--- src/rtl/fetch_pc_unit.sv ---
// Fetch-stage PC register with BTB + 2-bit counter direction prediction and WB-time redirect.
// Build option: define FETCH_BHT_EN to build the direction counters; otherwise a BTB hit always predicts taken.
module fetch_pc_unit #(
   parameter int unsigned LINES    = 32,
   parameter logic [15:0] PC_RESET = 16'h0000
) (
   input  logic        clk,
   input  logic        rst_n,
   input  logic        stall_if,
   input  logic        btb_hit,
   input  logic [15:0] branch_address,
   output logic [15:0] pc_if,
   output logic        fetch_valid,
   output logic        pred_taken_if,
   output logic [15:0] pred_target_if,
   input  logic        is_valid_inst_wb,
   input  logic        is_branch_wb,
   input  logic [15:0] pc_wb,
   input  logic        taken_wb,
   input  logic [15:0] target_wb,
   input  logic        pred_taken_wb,
   input  logic [15:0] pred_target_wb,
   output logic        flush,
   output logic [15:0] mispredict_count
);

   if (LINES < 2 || LINES > 128 || (LINES & (LINES - 1)) != 0) begin : g_bad_lines
      $error("fetch_pc_unit: LINES must be a power of two in 2..128");
   end

   typedef enum logic {BOOT, RUN} state_e;

   state_e      state_q, state_d;
   logic [15:0] pc_q, pc_d;
   logic [15:0] cnt_q, cnt_d;
   logic        run;
   logic        ctr_taken;
   logic        resolve;
   logic        mispredict;
   logic [15:0] correct_pc;

   always_ff @(posedge clk or negedge rst_n) begin
      if (!rst_n) state_q <= BOOT;
      else        state_q <= state_d;
   end

   always_comb begin
      state_d = state_q;
      if (state_q == BOOT) state_d = RUN;
   end

   always_comb begin
      run         = (state_q == RUN);
      fetch_valid = run;
   end

`ifdef FETCH_BHT_EN
   localparam int IDX = $clog2(LINES);

   function automatic logic [1:0] ctr_next(input logic [1:0] c, input logic up);
      if (up) return (c == 2'b11) ? c : c + 2'd1;
      return (c == 2'b00) ? c : c - 2'd1;
   endfunction

   logic [1:0]     ctr_q [LINES];
   logic [1:0]     ctr_d;
   logic [IDX-1:0] idx_if, idx_wb;

   assign idx_if    = pc_q[IDX:1];
   assign idx_wb    = pc_wb[IDX:1];
   // Reads see the registered table, so a same-index WB update is not visible until next cycle.
   assign ctr_taken = ctr_q[idx_if][1];
   assign ctr_d     = ctr_next(ctr_q[idx_wb], taken_wb);

   always_ff @(posedge clk or negedge rst_n) begin
      if (!rst_n) begin
         for (int i = 0; i < LINES; i++) ctr_q[i] <= 2'b01;
      end else if (resolve) begin
         ctr_q[idx_wb] <= ctr_d;
      end
   end
`else
   assign ctr_taken = 1'b1;
`endif

   assign pred_taken_if  = run & btb_hit & ctr_taken;
   assign pred_target_if = pred_taken_if ? branch_address : pc_q + 16'd2;

   assign resolve    = run & is_valid_inst_wb & is_branch_wb;
   assign mispredict = resolve & ((taken_wb != pred_taken_wb) |
                                  (taken_wb & (target_wb != pred_target_wb)));
   assign correct_pc = taken_wb ? target_wb : pc_wb + 16'd2;
   assign flush      = mispredict;

   always_comb begin
      pc_d = pred_target_if;
      if (mispredict)            pc_d = correct_pc;
      else if (state_q == BOOT)  pc_d = PC_RESET;
      else if (stall_if)         pc_d = pc_q;
   end

   assign cnt_d = (mispredict && cnt_q != 16'hFFFF) ? cnt_q + 16'd1 : cnt_q;

   always_ff @(posedge clk or negedge rst_n) begin
      if (!rst_n) begin
         pc_q  <= PC_RESET;
         cnt_q <= 16'h0000;
      end else begin
         pc_q  <= pc_d;
         cnt_q <= cnt_d;
      end
   end

   assign pc_if            = pc_q;
   assign mispredict_count = cnt_q;

endmodule

--- config.mk ---
export PLATFORM = sky130hd
export DESIGN_NAME = fetch_pc_unit
export DESIGN_NICKNAME = d
export VERILOG_FILES = /design/src/rtl/fetch_pc_unit.sv
export SDC_FILE = /design/constraint.sdc
export NUM_CORES = 1
export LEC_CHECK = 0
export CELL_PAD_IN_SITES_DETAIL_PLACEMENT = 0
export CELL_PAD_IN_SITES_GLOBAL_PLACEMENT = 2
export CORE_MARGIN = 2
export CORE_UTILIZATION = 26
export CTS_CLUSTER_SIZE = 25
export DETAILED_ROUTE_END_ITERATION = 7
export MAX_ROUTING_LAYER = met4
export PLACE_DENSITY_LB_ADDON = 0.1
export SYNTH_ARGS = -nofsm -noshare
export SYNTH_HDL_FRONTEND = slang
export SYNTH_SLANG_ARGS = --single-unit
--- constraint.sdc ---
create_clock -name clk -period 3.9 [get_ports clk]
set_clock_uncertainty 0.1 [all_clocks]
set_input_delay 0.585 -clock clk [delete_from_list [all_inputs] [get_ports clk]]
set_output_delay 0.585 -clock clk [all_outputs]
set_load 0.01 [all_outputs]
==> run summary, run 1 <==
Mean Syn Cell Area: 8.124 um^2
CTS Hold Buffers Added: 0
Post-Synthesis Cells: 363
Setup CP Type: flip-flop to output pin
Synth Register Bits: 33
Num ports: 123
Hold path cells: 1
Total gr overflow: 0
RR Endpoint: mispredict_count[1]$_DFFE_PN0P_
Setup WS pre-CTS: 0.7263 ns
Global Route Usage Sum: 0.1659
1st-iter DRT viols: 112
Top post-synthesis cells by area: dfrtp_1 28%, xor2_1 9.8%, mux2i_1 7.1%
Layout area overhead: 49.38%
Worst reg2reg startpoint: mispredict_count[7]$_DFFE_PN0P_
Yosys warning count: 0
Logic pwr share: 0.335
Post-CTS Setup Repair Bufs: 0
Crit path max fanout: 6
Post-synth top area share: 0.2800
Clk slew on worst S/H paths: 0.05 ns
Die X: 110.5 um
DR pass1 iterations: 4
Routability cong.: 0.7945
NetSw: 372.8 uW
PortBufs: 122
Final TNS setup: 0 ns
Hold Path Class: flip-flop to flip-flop
Fmax achieved: 291.6 MHz
Root buf cell: clkbuf_16
Period utilisation layout: 0.8793
Top_reg_cell synth: dfrtp_1
CTS tree: done
Clk Latency, worst-skew pair: 0.27 ns
Clock Path Buffers: 2
CP arrival: 2.74 ns
RSZ-0062 raised after global routing: false
Crit path launch type: flip-flop
Outcome: completed
Leak: 1.707 nW
Setup crit start: pc_if[1]$_DFFE_PN0P_
Clock sinks: 33
Cell Pwr Density: 277.2 nW/um^2
Endpoint class of the critical path: output pin
First-pass GRT wire length: 16080 um
Initial Utilization: 0.2697
Initial antenna violation count: 0
Share of cells above drive strength 1: 0.06237
Num CTS Buffers: 5
Placed cell areas: 4263 um^2
Netlist cell types: 44
DRT antenna net count: 0
Post-Synthesis Net Count: 438
Hold Fails Final Rpt: 0
Post-cts resize count: 0
Min Tclk post-route: 3.429 ns
Clock power frac: 0.307
Final instance area: 4405 um^2
Vias in the first global route: 2916
Dominant cell type by area after synthesis: dfrtp_1
Max-slew violations: 0
Worst setup path endpoint: pred_target_if[15]
H-tree depth: 2
Int Pwr: 848.5 uW
Avg WL per Cell: 15.76 um
Most numerous cell in the Yosys netlist: nand2_1
Via count: 2953
Worst EP required: 3.21 ns
Power Total: 1.221 mW
Number of synthesized flops with an enable pin: 0
Top post-synthesis cells by count: 50 x nand2_1, 33 x dfrtp_1, 33 x xor2_1
Final WL: 9789 um
Final nets: 555
Die area: 12210 um^2
Setup-failing EPs final: 0
Vias per cell: 4.755
VDD IR max: 201.6 uV
DIE HEIGHT: 110.5 um
Synth async-reset ratio: 1.000
Max cap viols: 0
PnR worst setup slack: 0.4708 ns
Rel. slew slack: 0.3251
Mapped Area: 2949 um^2
Reg2Reg Setup Slack: 1.26 ns
Sequential area share after synthesis: 0.2800
N_diodes: 0
Measured slew at the worst slew-check pin: 1.003 ns
Hpwl dp: 7909 um
Switch share: 0.3052
Placeable Area: 10940 um^2
Largest net degree at the start of global routing: 34
Detailed-route DRC error count: 0
Cells on worst reg2reg path: 6
Row count: 38
Sequential cell fraction of total power: 0.358
layer usage:
metal	vias up	wire, um	global-route usage
met5	-	0	-
met4	0	60	0.02750
met3	5	487	0.02634
met2	82	4447	0.2564
met1	1352	4794	0.2332
li1	1514	-	-
cells by family (layout without fill, tap and decap cells):
kind of cell,Yosys count,after routing,synth area share
other cells,1,1,0.001272
xor+xnor,57,57,0.1693
fa+ha+maj,3,3,0.01273
flops,33,33,0.2800
simple gates,154,154,0.2558
compound gates,58,58,0.1192
mux,28,28,0.09801
buf+inv,29,147,0.06364
metrics by stage:
stage                     cells    util  hold WS [ns]
after floorplan             363       -        0.1894
after global routing        621  0.4029        0.4285
after CTS                   621  0.4029        0.4050
after global placement      613  0.3898        0.3786
after detailed placement    613  0.3898        0.3954
final                       621  0.4029        0.3996
worst min path at each step:
stage                                         start                              end  slack [ns]
floorplan                                     rst_n            fetch_valid$_DFF_PN0_        0.19
global placement    mispredict_count[9]$_DFFE_PN0P_  mispredict_count[9]$_DFFE_PN0P_        0.38
detailed placement  mispredict_count[9]$_DFFE_PN0P_  mispredict_count[9]$_DFFE_PN0P_        0.40
CTS                 mispredict_count[9]$_DFFE_PN0P_  mispredict_count[9]$_DFFE_PN0P_        0.41
global route        mispredict_count[9]$_DFFE_PN0P_  mispredict_count[9]$_DFFE_PN0P_        0.43
finish              mispredict_count[9]$_DFFE_PN0P_  mispredict_count[9]$_DFFE_PN0P_        0.40
layout make-up:
type / count / area [um^2]
clock inverters: 3 / 17.52
clock buffers: 5 / 125.1
well taps: 140 / 175.2
repair buffers: 133 / 1304
flip-flops and latches: 33 / 825.8
fillers: 1170 / 6530
multi-input cells: 301 / 1936
inverters: 6 / 22.52
registers in the layout, indices dropped and copies added (netlist names):
register / count
fetch_valid: 1
mispredict_count: 16
pc_if: 16
power groups by stage:
| stage | clock, mW | sequential, mW | combinational [mW] |
|---|---|---|---|
| 2_1_floorplan | 0 | 0.441 | 0.171 |
| 4_1_cts | 0.387 | 0.438 | 0.416 |
| 5_1_grt | 0.396 | 0.447 | 0.450 |
| 6_report | 0.374 | 0.437 | 0.410 |
| 3_3_place_gp | 0 | 0.445 | 0.413 |
| 3_5_place_dp | 0 | 0.443 | 0.413 |
worst max-delay path: stages (launching register included):
cell and delay [ns]:
dfrtp_1 0.42, ha_1 0.25, nand3_1 0.18, or4_1 0.62
nor2_1 0.22, xnor2_1 0.10, o21ai_0 0.14, clkdlybuf4s50_1 0.56
cells in the final DEF (no fill, tap or decap), types with 2 or more instances in the layout:
| master | n |
|---|---|
| o21ai_0 | 29 |
| and3_1 | 5 |
| o41ai_1 | 2 |
| a22oi_1 | 6 |
| clkbuf_16 | 5 |
| nor3_1 | 13 |
| nand2_1 | 50 |
| buf_4 | 11 |
| mux2i_1 | 21 |
| xor2_1 | 33 |
| nand4_1 | 10 |
| a221oi_1 | 3 |
| nor2_1 | 25 |
| clkdlybuf4s50_1 | 122 |
| mux2_2 | 7 |
| or3_1 | 3 |
| clkinv_2 | 2 |
| ha_1 | 3 |
| nand3_1 | 22 |
| dfrtp_1 | 33 |
| inv_1 | 6 |
| a21oi_1 | 12 |
| xnor2_1 | 24 |
| nor4_1 | 9 |
| nor3b_1 | 3 |
| or4_1 | 4 |
| nor2b_1 | 3 |
Power figures use the tool's default switching activity.
==> inputs of run 2 (changes only) <==
--- a/config.mk
+++ b/config.mk
@@ -8,7 +8,7 @@
 export CELL_PAD_IN_SITES_DETAIL_PLACEMENT = 0
 export CELL_PAD_IN_SITES_GLOBAL_PLACEMENT = 2
 export CORE_MARGIN = 2
-export CORE_UTILIZATION = 26
+export CORE_UTILIZATION = 24
 export CTS_CLUSTER_SIZE = 25
 export DETAILED_ROUTE_END_ITERATION = 7
 export MAX_ROUTING_LAYER = met4
==> constraint.sdc (replaced) <==
create_clock -name clk -period 3.5 [get_ports clk]
set_clock_uncertainty 0.1 [all_clocks]
set_input_delay 0.525 -clock clk [delete_from_list [all_inputs] [get_ports clk]]
set_output_delay 0.525 -clock clk [all_outputs]
set_load 0.01 [all_outputs]
==> run 2 against run 1 <==
Sequential cell count is the same. Sequential power grew 12%. Global-route usage shrank 0.77 points. Combinational power grew 12%. Core utilization shrank 3.1 points. Count of clock-buffer cells in the layout grew 2. Critical path depth is the same. Hold slack lost 0.011 ns. Wire length grew 3.1%. Total power grew 19%. Critical endpoint unchanged.
==> run summary, run 2 (synthesized netlist as in run 1, its figures left out) <==
Outcome: completed
Hold Fails Final Rpt: 0 (unchanged)
Share of cells above drive strength 1: 0.06432 (+0.001945)
Crit path max fanout: 6 (unchanged)
Hold Slack: 0.3887 ns (-0.01094 ns)
Post-CTS Setup Repair Bufs: 0 (unchanged)
Int Pwr: 1.042 mW (+23%)
Vias in the first global route: 2970 (+1.9%)
RSZ-0062 raised after global routing: false
CTS tree: done
Clock Path Buffers: 2 (unchanged)
Sequential cell fraction of total power: 0.335 (-0.023)
Hpwl dp: 8112 um (+2.6%)
Clk Latency, worst-skew pair: 0.28 ns (about the same)
Die X: 114.9 um (+3.9%)
Hold Path Class: flip-flop to flip-flop
Avg WL per Cell: 16.04 um (+1.8%)
Post-cts resize count: 0 (unchanged)
Clk slew on worst S/H paths: 0.05 ns (about the same)
Setup-failing EPs final: 0 (unchanged)
CTS Hold Buffers Added: 0 (unchanged)
Layout area overhead: 51.51%
Root buf cell: clkbuf_16
Num CTS Buffers: 5 (unchanged)
Num ports: 123 (unchanged)
Clock sinks: 33 (unchanged)
Final TNS setup: 0 ns (unchanged)
Worst EP required: 2.87 ns (-0.34 ns)
Cell Pwr Density: 326.3 nW/um^2 (+18%)
H-tree depth: 2 (unchanged)
Leak: 1.731 nW (+1.4%)
1st-iter DRT viols: 122 (+8.9%)
DR pass1 iterations: 4 (unchanged)
CP arrival: 2.65 ns (-0.09 ns)
Fmax achieved: 305.8 MHz
Initial Utilization: 0.2455 (-0.02416)
Endpoint class of the critical path: output pin
Final nets: 556 (+0.18%)
Die area: 13190 um^2 (+8.0%)
Logic pwr share: 0.316 (-0.019)
Via count: 2942 (-0.37%)
Rel. slew slack: 0.3642 (+0.03905)
Initial antenna violation count: 0 (unchanged)
Max-slew violations: 0 (unchanged)
Global Route Usage Sum: 0.1582 (-0.007673)
PortBufs: 122 (unchanged)
Max cap viols: 0 (unchanged)
Detailed-route DRC error count: 0 (unchanged)
Measured slew at the worst slew-check pin: 0.9450 ns (-0.05804 ns)
Switch share: 0.2853 (-0.01993)
Most frequent cells in the layout: 122 x clkdlybuf4s50_1, 50 x nand2_1, 33 x xor2_1, 33 x dfrtp_1, 29 x o21ai_0
Routability cong.: 0.8120 (+2.2%)
VDD IR max: 246.6 uV (+22%)
DIE HEIGHT: 114.9 um (+3.9%)
Placeable Area: 12010 um^2 (+9.8%)
Largest net degree at the start of global routing: 34 (unchanged)
First-pass GRT wire length: 15960 um (-0.73%)
Min Tclk post-route: 3.270 ns
Vias per cell: 4.677 (-1.6%)
Setup CP Type: flip-flop to output pin
Row count: 40 (+5.3%)
DRT antenna net count: 0 (unchanged)
Crit path launch type: flip-flop
Reg2Reg Setup Slack: 0.97 ns (-0.29 ns)
Clock power frac: 0.349 (+0.042)
Commonest non-fill, non-tap cell in the layout: clkdlybuf4s50_1
N_diodes: 0 (unchanged)
NetSw: 416.0 uW (+12%)
Final WL: 10090 um (+3.1%)
Period utilisation layout: 0.9343
Total gr overflow: 0 (unchanged)
[run 2: routing by layer]
metal,global-route usage,part of all wire,wire length (um)
met1,0.2280,0.51,5115
met2,0.2369,0.44,4413
met3,0.02161,0.046,463
met4,0.03213,0.0098,99
met5,-,0,0
[run 2: layout make-up]
cell class	count	area [um^2]
fill	1261	7543
multi-input combinational	301	1939
timing repair buffer	134	1324
sequential	33	825.8
tap	147	183.9
clock buffer	7	142.6
clock inverter	1	30.03
inverter	6	22.52
[run 2: worst paths after layout]
kind	from	cells past startpoint	end
setup / recovery	pc_if[1]$_DFFE_PN0P_	7	pred_target_if[15]
hold / removal	mispredict_count[9]$_DFFE_PN0P_	1	mispredict_count[9]$_DFFE_PN0P_
setup reg to reg	mispredict_count[7]$_DFFE_PN0P_	7	mispredict_count[15]$_DFFE_PN0P_
hold reg to reg	mispredict_count[9]$_DFFE_PN0P_	1	mispredict_count[9]$_DFFE_PN0P_
max in group asynchronous	rst_n	2	mispredict_count[5]$_DFFE_PN0P_
min in group asynchronous	rst_n	2	pc_if[4]$_DFFE_PN0P_
[run 2: power groups by stage]
| stage | combinational [mW] | sequential, mW | clock, mW |
|---|---|---|---|
| 3_5_place_dp | 0.465 | 0.494 | 0 |
| 5_1_grt | 0.508 | 0.497 | 0.540 |
| 6_report | 0.461 | 0.488 | 0.509 |
| 3_3_place_gp | 0.467 | 0.494 | 0 |
| 2_1_floorplan | 0.191 | 0.492 | 0 |
| 4_1_cts | 0.469 | 0.488 | 0.520 |
[run 2: critical path: stages (launching register included)]
cell and delay, ns:
dfrtp_1 0.42, ha_1 0.25, nand3_1 0.16, or4_4 0.56, nor2_1 0.19, xnor2_1 0.08
o21ai_0 0.15, clkdlybuf4s50_1 0.56
[run 2: per-stage QoR]
stage / instance area [um^2] / util / power [mW] / worst slack (ns) / cells
after global placement: 4292 / 0.3573 / 0.9618 / 0.4395 / 621
after floorplan: 2949 / - / 0.6825 / 0.9661 / 363
after global routing: 4468 / 0.3720 / 1.545 / 0.05913 / 629
final: 4468 / 0.3720 / 1.458 / 0.2299 / 629
after detailed placement: 4292 / 0.3573 / 0.9596 / 0.3942 / 621
after CTS: 4464 / 0.3717 / 1.476 / 0.1364 / 629
==> inputs of run 3 (changes only) <==
--- a/config.mk
+++ b/config.mk
@@ -12,7 +12,8 @@
 export CTS_CLUSTER_SIZE = 25
 export DETAILED_ROUTE_END_ITERATION = 7
 export MAX_ROUTING_LAYER = met4
-export PLACE_DENSITY_LB_ADDON = 0.1
+export PLACE_DENSITY_LB_ADDON = 0.25
+export SLEW_MARGIN = 30
 export SYNTH_ARGS = -nofsm -noshare
 export SYNTH_HDL_FRONTEND = slang
 export SYNTH_SLANG_ARGS = --single-unit
==> run 3 against run 2 <==
Die area unchanged. Hold slack barely moved. Maximum frequency decreased by 0.65%. Setup slack worse by 0.021 ns. Non-clock buffer count is 2 higher. Largest cell class unchanged. Critical endpoint unchanged. Critical path type unchanged. Total power up 0.41%. Sequential cell count is the same. Largest power group unchanged. Combinational power up 0.9%. Count of clock-buffer cells in the layout unchanged.
==> run summary, run 3 (synthesized netlist as in run 1, its figures left out) <==
PortBufs: 122 (unchanged)
N_diodes: 0 (unchanged)
Crit-path cells: ha_1 > nand3_1 > or4_4 > nor2_1 > xnor2_1 > o21ai_0 > clkdlybuf4s50_1
Vias per cell: 4.710 (+0.70%)
Fmax achieved: 303.8 MHz (-0.65%)
Rel. slew slack: 0.6062 (+0.2421)
Via count: 2972 (+1.0%)
Switch share: 0.2877 (+0.002427)
Largest net degree at the start of global routing: 34 (unchanged)
Reg2Reg Setup Slack: 0.99 ns (+0.02 ns)
CP max stage delay: 0.56 ns (about the same)
RR Endpoint: mispredict_count[15]$_DFFE_PN0P_
RSZ-0062 raised after global routing: false
Cell Pwr Density: 327.0 nW/um^2 (+0.21%)
H-tree depth: 2 (unchanged)
NetSw: 421.2 uW (+1.3%)
Leak: 1.737 nW (+0.39%)
Max-slew violations: 0 (unchanged)
Hold Path Class: flip-flop to flip-flop
Min Tclk post-route: 3.292 ns (+0.02142 ns)
Final TNS setup: 0 ns (unchanged)
Die X: 114.9 um (unchanged)
CTS tree: done
Root buf cell: clkbuf_16
Min-Delay Endpoint: mispredict_count[15]$_DFFE_PN0P_
Int Pwr: 1.043 mW (about the same)
Hold Startpoint: mispredict_count[15]$_DFFE_PN0P_
Crit path launch type: flip-flop
DRT antenna net count: 0 (unchanged)
CTS Hold Buffers Added: 0 (unchanged)
CP arrival: 2.67 ns (+0.02 ns)
Cells on worst reg2reg path: 6 (-1)
Logic pwr share: 0.317 (about the same)
Vias in the first global route: 2909 (-2.1%)
Setup CP Type: flip-flop to output pin
Detailed-route DRC error count: 0 (unchanged)
Final nets: 558 (+0.36%)
Period utilisation layout: 0.9404 (+0.006121)
Clk slew on worst S/H paths: 0.05 ns (about the same)
VDD IR max: 232.4 uV (-5.8%)
Hpwl dp: 8034 um (-0.95%)
Clock sinks: 33 (unchanged)
DIE HEIGHT: 114.9 um (unchanged)
1st-iter DRT viols: 162 (+33%)
Total gr overflow: 0 (unchanged)
Routability cong.: 0.8249 (+1.6%)
Clock Path Buffers: 2 (unchanged)
Hold path cells: 1 (unchanged)
Final Util: 0.3727 (+0.0007290)
Crit path max fanout: 6 (unchanged)
Outcome: completed
Initial antenna violation count: 0 (unchanged)
Hold Fails Final Rpt: 0 (unchanged)
Measured slew at the worst slew-check pin: 0.5858 ns (-0.3593 ns)
Clk Latency, worst-skew pair: 0.27 ns (about the same)
DR pass1 iterations: 4 (unchanged)
Num CTS Buffers: 5 (unchanged)
First-pass GRT wire length: 15830 um (-0.82%)
Endpoint class of the critical path: output pin
Avg WL per Cell: 15.72 um (-2.0%)
Row count: 40 (unchanged)
Share of cells above drive strength 1: 0.07025 (+0.005933)
Max cap viols: 0 (unchanged)
Final WL: 9922 um (-1.7%)
Slowest cell on crit path: or4_4
Die area: 13190 um^2 (unchanged)
Initial Utilization: 0.2455 (unchanged)
Setup-failing EPs final: 0 (unchanged)
Layout area overhead: 51.80%
Sequential cell fraction of total power: 0.333 (-0.002)
Num ports: 123 (unchanged)
Post-CTS Setup Repair Bufs: 0 (unchanged)
Worst EP required: 2.87 ns (about the same)
Clock power frac: 0.349 (about the same)
Placeable Area: 12010 um^2 (unchanged)
Commonest non-fill, non-tap cell in the layout: clkdlybuf4s50_1
Global Route Usage Sum: 0.1564 (-0.001882)
Most frequent cells in the layout: 122 x clkdlybuf4s50_1, 50 x nand2_1, 33 x xor2_1, 33 x dfrtp_1, 29 x o21ai_0
Worst reg2reg startpoint: fetch_valid$_DFF_PN0_
==> run 3: final cells by class <==
type | instances | area (um^2)
fill | 1286 | 7535
multi-input combinational | 301 | 1946
timing repair buffer | 136 | 1326
sequential | 33 | 825.8
tap | 147 | 183.9
clock buffer | 7 | 142.6
clock inverter | 1 | 30.03
inverter | 6 | 22.52
==> run 3: worst max-delay path by stage <==
stage                    startpoint                 end  slack, ns  cells after the start
2_1_floorplan  pc_if[1]$_DFFE_PN0P_  pred_target_if[15]       0.97                      7
3_3_place_gp           target_wb[2]               flush       0.43                      7
3_5_place_dp           target_wb[8]               flush       0.39                      7
4_1_cts        pc_if[1]$_DFFE_PN0P_  pred_target_if[15]       0.12                      7
5_1_grt        pc_if[1]$_DFFE_PN0P_  pred_target_if[15]       0.01                      7
6_report       pc_if[1]$_DFFE_PN0P_  pred_target_if[15]       0.21                      7
==> run 3: timing repair <==
| action | CTS | global route |
|---|---|---|
| endpoints found under the setup margin | 0 | 1 |
| endpoints found under the hold margin | 0 | 0 |
| resized for setup | 0 | 1 |
==> run 3: per-stage QoR <==
stage	setup WS (ns)	power, mW	instances	hold WS [ns]	instance area [um^2]
floorplan	0.9661	0.6825	363	0.1294	2949
global placement	0.4299	0.9617	623	0.3756	4294
detailed placement	0.3944	0.9625	623	0.3811	4294
CTS	0.1234	1.480	631	0.3920	4467
global route	0.01411	1.548	631	0.4224	4477
finish	0.2085	1.464	631	0.3889	4477
==> run 3: power groups by stage <==
stage	Combinational (mW)	Clock [mW]	Sequential [mW]
3_5_place_dp	0.469	0	0.494
5_1_grt	0.511	0.537	0.500
2_1_floorplan	0.191	0	0.492
6_report	0.465	0.512	0.488
3_3_place_gp	0.468	0	0.493
4_1_cts	0.472	0.520	0.488
==> run 3: per-layer routing <==
metal  GRT usage  share of wire  wire, um  vias to the layer above
met1      0.2370           0.51      5078                     1361
met3     0.01792          0.051       506                        4
met5           -              0         0                        -
met4     0.02892         0.0073        72                        0
met2      0.2239           0.43      4265                       92
li1            -              -         -                     1515
==> run 3: worst max-delay path: cells and delay by family (launching register included) <==
family / cells / cell delay (ns)
and+or+nand+nor: 3 / 0.95
buffers and inverters: 1 / 0.55
DFF: 1 / 0.42
adders and majority gates: 1 / 0.25
AOI/OAI and AO/OA: 1 / 0.14
xor gates and xnor gates: 1 / 0.08
